**src/rtl/bin_to_bcd_seq.sv**
```systemverilog
// bin_to_bcd_seq: sequential double-dabble binary-to-BCD converter (clk, reset, start, bin_in -> busy, done, bcd_out, ovf; blank when BCD_BLANK_EN is defined)
module bin_to_bcd_seq #(
  parameter int DATA_W = 32,
  parameter int DIGITS = 4
) (
  input  logic                  clk,
  input  logic                  reset,
  input  logic                  start,
  input  logic [DATA_W-1:0]     bin_in,
  output logic                  busy,
  output logic                  done,
  output logic [4*DIGITS-1:0]   bcd_out,
  output logic                  ovf
`ifdef BCD_BLANK_EN
  , output logic [DIGITS-1:0]   blank
`endif
);
  typedef enum logic [1:0] {IDLE, SHIFT, DONE} state_t;
  localparam int CW = $clog2(DATA_W + 1);
  localparam logic [DATA_W-1:0] MAX_VAL = DATA_W'(10 ** DIGITS - 1);
  state_t state;
  logic [DATA_W-1:0] sr;
  logic [4*DIGITS-1:0] acc;
  logic [4*DIGITS-2:0] acc_adj;
  logic [CW-1:0] cnt;
  logic ovf_pending;
  assign busy = state != IDLE;
  always_comb begin
    acc_adj = acc[4*DIGITS-2:0];
    for (int i = 0; i < DIGITS - 1; i++)
      acc_adj[4*i +: 4] = acc[4*i +: 4] >= 4'd5 ? acc[4*i +: 4] + 4'd3 : acc[4*i +: 4];
    acc_adj[4*DIGITS-2 -: 3] = 3'(acc[4*DIGITS-1 -: 4] >= 4'd5 ? acc[4*DIGITS-1 -: 4] + 4'd3 : acc[4*DIGITS-1 -: 4]);
  end
`ifdef BCD_BLANK_EN
  logic [DIGITS-1:0] lz;
  logic z;
  always_comb begin
    lz = '0;
    z = 1'b1;
    for (int i = DIGITS - 1; i >= 1; i--) begin
      z = z && acc[4*i +: 4] == 4'd0;
      lz[i] = z;
    end
  end
`endif
  always_ff @(posedge clk) begin
    if (reset) begin
      state <= IDLE;
      done <= 1'b0;
      bcd_out <= '0;
      ovf <= 1'b0;
      sr <= '0;
      acc <= '0;
      cnt <= '0;
      ovf_pending <= 1'b0;
`ifdef BCD_BLANK_EN
      blank <= '0;
`endif
    end else begin
      done <= 1'b0;
      case (state)
        IDLE: if (start) begin
          sr <= bin_in;
          acc <= '0;
          cnt <= CW'(DATA_W);
          ovf_pending <= bin_in > MAX_VAL;
          state <= SHIFT;
        end
        SHIFT: begin
          acc <= {acc_adj, sr[DATA_W-1]};
          sr <= {sr[DATA_W-2:0], 1'b0};
          cnt <= cnt - 1'b1;
          state <= cnt == CW'(1) ? DONE : SHIFT;
        end
        DONE: begin
          bcd_out <= ovf_pending ? {DIGITS{4'h9}} : acc;
          ovf <= ovf_pending;
          done <= 1'b1;
`ifdef BCD_BLANK_EN
          blank <= ovf_pending ? '0 : lz;
`endif
          state <= IDLE;
        end
        default: state <= IDLE;
      endcase
    end
  end
endmodule

```
**config.mk**
```make
export PLATFORM = sky130hd
export DESIGN_NAME = bin_to_bcd_seq
export DESIGN_NICKNAME = d
export VERILOG_FILES = /design/src/rtl/bin_to_bcd_seq.sv
export SDC_FILE = /design/constraint.sdc
export NUM_CORES = 1
export LEC_CHECK = 0
export CAP_MARGIN = 40
export CORE_AREA = 2 2 105 128
export DETAILED_ROUTE_END_ITERATION = 6
export DIE_AREA = 0 0 107 130
export PLACE_DENSITY = 0.46
export SLEW_MARGIN = 0
export SYNTH_ARGS = -nofsm -noshare
export SYNTH_HDL_FRONTEND = slang
export SYNTH_SLANG_ARGS = --single-unit
```
**constraint.sdc**
```tcl
create_clock -name clk -period 1.5 [get_ports clk]
set_clock_uncertainty 0.1 [all_clocks]
set_input_delay 0.3 -clock clk [delete_from_list [all_inputs] [get_ports clk]]
set_output_delay 0.3 -clock clk [all_outputs]
set_load 0.01 [all_outputs]
```
# Word-level counts from Yosys, hierarchy flattened
# Index checks and enable logic that the tools add are counted.
# W data, S select, Z words.
# totals
elab_cells	42
output_inout_bits	19
regBits	75
inputBits	35
# op_classes
n_addsub	5
eq_ne	4
magnitude_cmp	5
muxes	15
n_reduce_logical	5
# op_table
op	count
$pmux W32 S2	1
$gt A32 B14 Y1 const B	1
$mux W16	2
$mux W32	1
$pmux W16 S2	1
$ge A4 B3 Y1 const B	4
$add A4 B2 Y4 const B	3
$mux W4	3
$pmux W6 S2	1
$eq A6 B1 Y1 const B	1
$mux W6	1
$sub A6 B1 Y6 const B	1
$mux W2	2
$pmux W2 S2	1
$reduce_and A2 Y1	2
$reduce_bool A2 Y1	2
$add A3 B2 Y3 const B	1
$mux W3	1
$eq A2 B1 Y1 const B	1
$eq A2 B2 Y1 const B	1
$logic_not A2 Y1	1
$ne A2 B2 Y1 const B	1
$mux W1	1

# Depth between registers and ports, before layout
# depth
ltp_word	3
depth_mapped	7
mapped_depth_nobuf	6

# Worst setup path before layout
# No wires, ideal clock.
# synth_path
path_type	register -> register
start	reg acc[9]
end	reg acc[10]
slack_ps	67
stages_incl_launch_ff	7
n_path_buf	0
required_time_ps	1283
arrival_time_ps	1216
setup_ps	117
path_cell_list	dfxtp_1 > inv_1 > ha_1 > nand2b_1 > a21oi_1 > mux2i_1 > a22o_1
# synth_via
elab_chain_cells	3
word_cells_on_any_way	4
classes_between	add/sub (1); order compare (1); mux (2)
# synth_rtl
element	line_no	source
start, declared	23	logic [4*DIGITS-1:0] acc;
start signal, assigned	70	acc <= {acc_adj, sr[DATA_W-1]};
$add A4 B2 Y4 or $ge A4 B3 Y1 (tied branches)	31	acc_adj[4*i +: 4] = acc[4*i +: 4] >= 4'd5 ? acc[4*i +: 4] + 4'd3 : acc[4*i +: 4];
$mux W4 (*)	31	
$pmux W16 S2 (*)	61	case (state)
# Every way passes the cells marked *; elsewhere a longest branch is shown, timed or not.
# A chain may end at the register's enable or synchronous reset.

# Final worst setup path
# layout_path
start	reg state[1]
end	reg acc[12]
# layout_via
elab_chain_cells	3
word_cells_on_any_way	6
classes_between	eq/ne (2); mux (1); reduce/logical (3)
# layout_rtl
element	line_no	source
start, declared	21	state_t state;
start signal, assigned	73	state <= cnt == CW'(1) ? DONE : SHIFT;
$eq A2 B1 Y1 or $logic_not A2 Y1 (tied branches)	61	
$reduce_bool A2 Y1 (no source line) or $ne A2 B2 Y1 (tied branches)	--	
$reduce_and A2 Y1 (no source line)	--	
# Several ways; a longest one is shown, not always the timed one.

==> results.sh <==
export IMPL_placedCellCount=735
export IMPL_setup_tns_ns=0
export IMPL_power_mw=5.13
export IMPL_final_cell_mix="98 x nor2_1, 70 x dfxtp_1, 64 x a21oi_1"
export IMPL_fillCellCount=1324
export IMPL_power_switching_mw=1.42
export IMPL_crit_chain="buf_12, nand2b_4, buf_6, or3_1, a21oi_1"
export IMPL_rrSetupSlack_ns=0.02
export IMPL_timing_rr_end="acc[12]$_SDFFE_PP0P_"
export IMPL_first_pass_iters=4
export IMPL_p_int_mw=3.70
export IMPL_grt_antenna_before_repair=0
export IMPL_crit_buf_inv=2
export IMPL_worst_skew_pair_late_latency_ns=0.34
export IMPL_hold_path_class="input port to flip-flop"
export IMPL_end_kind="flip-flop"
export IMPL_status="finished, final reports clean"
export IMPL_synth_top_cell_by_area="dfxtp_1"
export IMPL_crit_start="state[1]$_SDFFE_PP0P_"
export IMPL_cts_sinks=75
export IMPL_fp_dieH_um=130
export IMPL_synthTopCellsByArea="dfxtp_1 40%, nor2_1 10%, a21oi_1 9.5%"
export IMPL_antenna_left=0
export IMPL_drtIter0Drc=104
export IMPL_whs_path_depth=3
export IMPL_synth_area_sq_mm=0.00374
export IMPL_tightest_slew_ns=0.650
export IMPL_syn2layout_area_growth_pct=42.2
export IMPL_synth_seq_cells=75
export IMPL_powerDensity_mw_per_mm2=963
export IMPL_timing_final_ws_setup_ns=0.0199
export IMPL_max_freq_mhz=676
export IMPL_crit_path_start_kind="flip-flop"
export IMPL_postLayoutCoreUtil_pct=41.5
export IMPL_pre_cts_ws_ns=-0.211
export IMPL_io_pin_count=54
export IMPL_cts_buffers=9
export IMPL_grt_overflow=0
export IMPL_stdcell_area_sq_mm=0.00532
export IMPL_final_common_cell="nor2_1"
export IMPL_crit_path_max_fanout=9
export IMPL_share_seq_of_total_power_pct=43.4
export IMPL_critPathTopFamily="simple AND/OR/NAND/NOR gates"
export IMPL_post_dp_cell_area_sq_mm=0.00489
export IMPL_worst_path_max_delay_cell="dfxtp_4"
export IMPL_finalHoldViolations=0
export IMPL_timing_max_cap_violations=0
export IMPL_pwr_share_clk_pct=38.7
export IMPL_die_width_um=107
export IMPL_syn_nets=524
export IMPL_p_sw_share_pct=27.8
export IMPL_required_ns=1.67
export IMPL_r2r_cells=5
export IMPL_coreArea_sq_mm=0.0128
export IMPL_holdWs_ns=0.280
export IMPL_period_share_pct=98.7
export IMPL_dp_hpwl_mm=7.13
export IMPL_crit_end="acc[12]$_SDFFE_PP0P_"
export IMPL_post_cts_setup_buffers=0
export IMPL_avgViaCountPerCell=4.84
export IMPL_cts_tree="yes"
export IMPL_grt_pass1_wl_mm=16.4
export IMPL_start_util_pct=29.2
export IMPL_clockBufferDepth=2
export IMPL_rsz0062_at_grt="yes"
export IMPL_regArea_sq_mm=0.00151
export IMPL_die_area_sq_mm=0.0139
export IMPL_synthesis_instances=479
export IMPL_grt_max_degree=24
export IMPL_final_nets=624
export IMPL_slew_viol_final=0
export IMPL_wl_per_cell_um=13.3
export IMPL_vias=3639
export IMPL_comb_power_share_pct=17.8
export IMPL_critPathKind="flip-flop to flip-flop"
export IMPL_r2r_start="state[1]$_SDFFE_PP0P_"
export IMPL_drc_errors=0
export IMPL_leakage_nw=2.19
export IMPL_clkTransAtPathRegs_ns=0.06
export IMPL_portBuffers=53
export IMPL_synth_cell_types=35
export IMPL_period_needed_ns=1.48
export IMPL_diodes=0
export IMPL_drive_above_1_share_pct=23.6
export IMPL_num_rows=46
export IMPL_ctsRootBufferMaster="clkbuf_16"
export IMPL_grt_pass1_vias=3416
export IMPL_yosysSeqAreaShare_pct=40.1
export IMPL_setup_violations=0
export IMPL_relSlewSlack_pct=56.6
export IMPL_cts_max_level=3
export IMPL_fin_cells=752
export IMPL_syn_area_per_cell_sq_um=7.81
export IMPL_cp_slowest_stage_delay_ns=0.38
export IMPL_ir_drop_mv=0.442
export IMPL_cp_depth=5
export IMPL_netlist_area_leader_share_pct=40.1
export IMPL_place_congestion=0.796
export IMPL_drt_wl_total_mm=10.0
export IMPL_multi_input_area_sq_mm=0.00212
export IMPL_yosysWarnings=0
export IMPL_cp_arrival_ns=1.65
export IMPL_grt_use_total_pct=14.7
[tightest hold or removal path, cell delays in order]
cell,delay [ns]
buf_2,0.17
nand2_1,0.13
a21oi_1,0.07
[worst min path at each step]
stage,from,end,slack (ns)
final,start,cnt[5]$_SDFFE_PP0P_,0.28
after global routing,start,cnt[5]$_SDFFE_PP0P_,0.30
after CTS,start,cnt[5]$_SDFFE_PP0P_,0.27
after detailed placement,bcd_out[2]$_SDFFE_PP0P_,bcd_out[2]$_SDFFE_PP0P_,0.34
after global placement,bcd_out[1]$_SDFFE_PP0P_,bcd_out[1]$_SDFFE_PP0P_,0.34
after floorplan,acc[13]$_SDFFE_PP0P_,acc[13]$_SDFFE_PP0P_,0.35
[synth_stat cells (all sizes together)]
cell and count:
o221a 14, a2111oi 12, a22o 8, nor2b 18, nand2b 6, mux2i 4
or3 9, inv 25, dfxtp 75, nor4 8, ha 10, xor2 3
or4 1, xnor2 5, o21ai 8, o311ai 1, nand3b 4, a211oi 1
nand2 16, nand4 2, o21bai 1, o211ai 1, a21oi 71, nor3 28
a22oi 3, clkbuf 15, nor3b 2, buf 21, nor2 102, nand3 5
[flip-flops by register name, indices dropped and copies added (netlist names)]
signal       flops
done             1
ovf              1
state            2
acc             16
cnt              6
sr              32
bcd_out         16
ovf_pending      1
[logic make-up (layout without fill, tap and decap cells)]
| logic type | Yosys count | count (layout) | share of synthesized area [%] |
|---|---|---|---|
| buf+inv | 61 | 166 | 7.09 |
| xor+xnor | 8 | 8 | 1.87 |
| fa+ha+maj | 10 | 10 | 3.34 |
| mux | 4 | 4 | 1.07 |
| simple gates | 201 | 201 | 25.2 |
| compound gates | 120 | 120 | 21.3 |
| flops | 75 | 75 | 40.1 |
[metal layers]
| layer | global-route usage (%) | part of all wire, % | vias to the layer above |
|---|---|---|---|
| li1 | - | - | 1874 |
| met4 | 5.42 | 1.7 | 0 |
| met5 | 0 | 0 | - |
| met3 | 2.85 | 4.3 | 14 |
| met2 | 24.9 | 46 | 85 |
| met1 | 18.7 | 48 | 1666 |
[repair_timing]
item / in CTS / in global routing
cloned: 0 / 1
hold buffers: 0 / 0
endpoints found under the setup margin: 27 / 32
pin swaps: 0 / 10
endpoints found under the hold margin: 0 / 0
resized for setup: 30 / 33
[cell type report]
type	count	share of cell area, %
multi-input cells	343	39.8
flip-flops and latches	75	28.4
repair buffers	125	21.1
clock buffers	10	4.30
well taps	168	3.95
inverters	25	1.76
clock inverters	6	0.776
[power groups by stage]
stage          sequential, mW  clock [mW]  combinational [mW]
2_1_floorplan            2.24           0               0.502
3_3_place_gp             2.26           0               0.845
3_5_place_dp             2.26           0               0.853
4_1_cts                  2.22        2.05               0.863
5_1_grt                  2.24        2.12                1.02
6_report                 2.23        1.99               0.914
(Power assumes the default switching activity.)
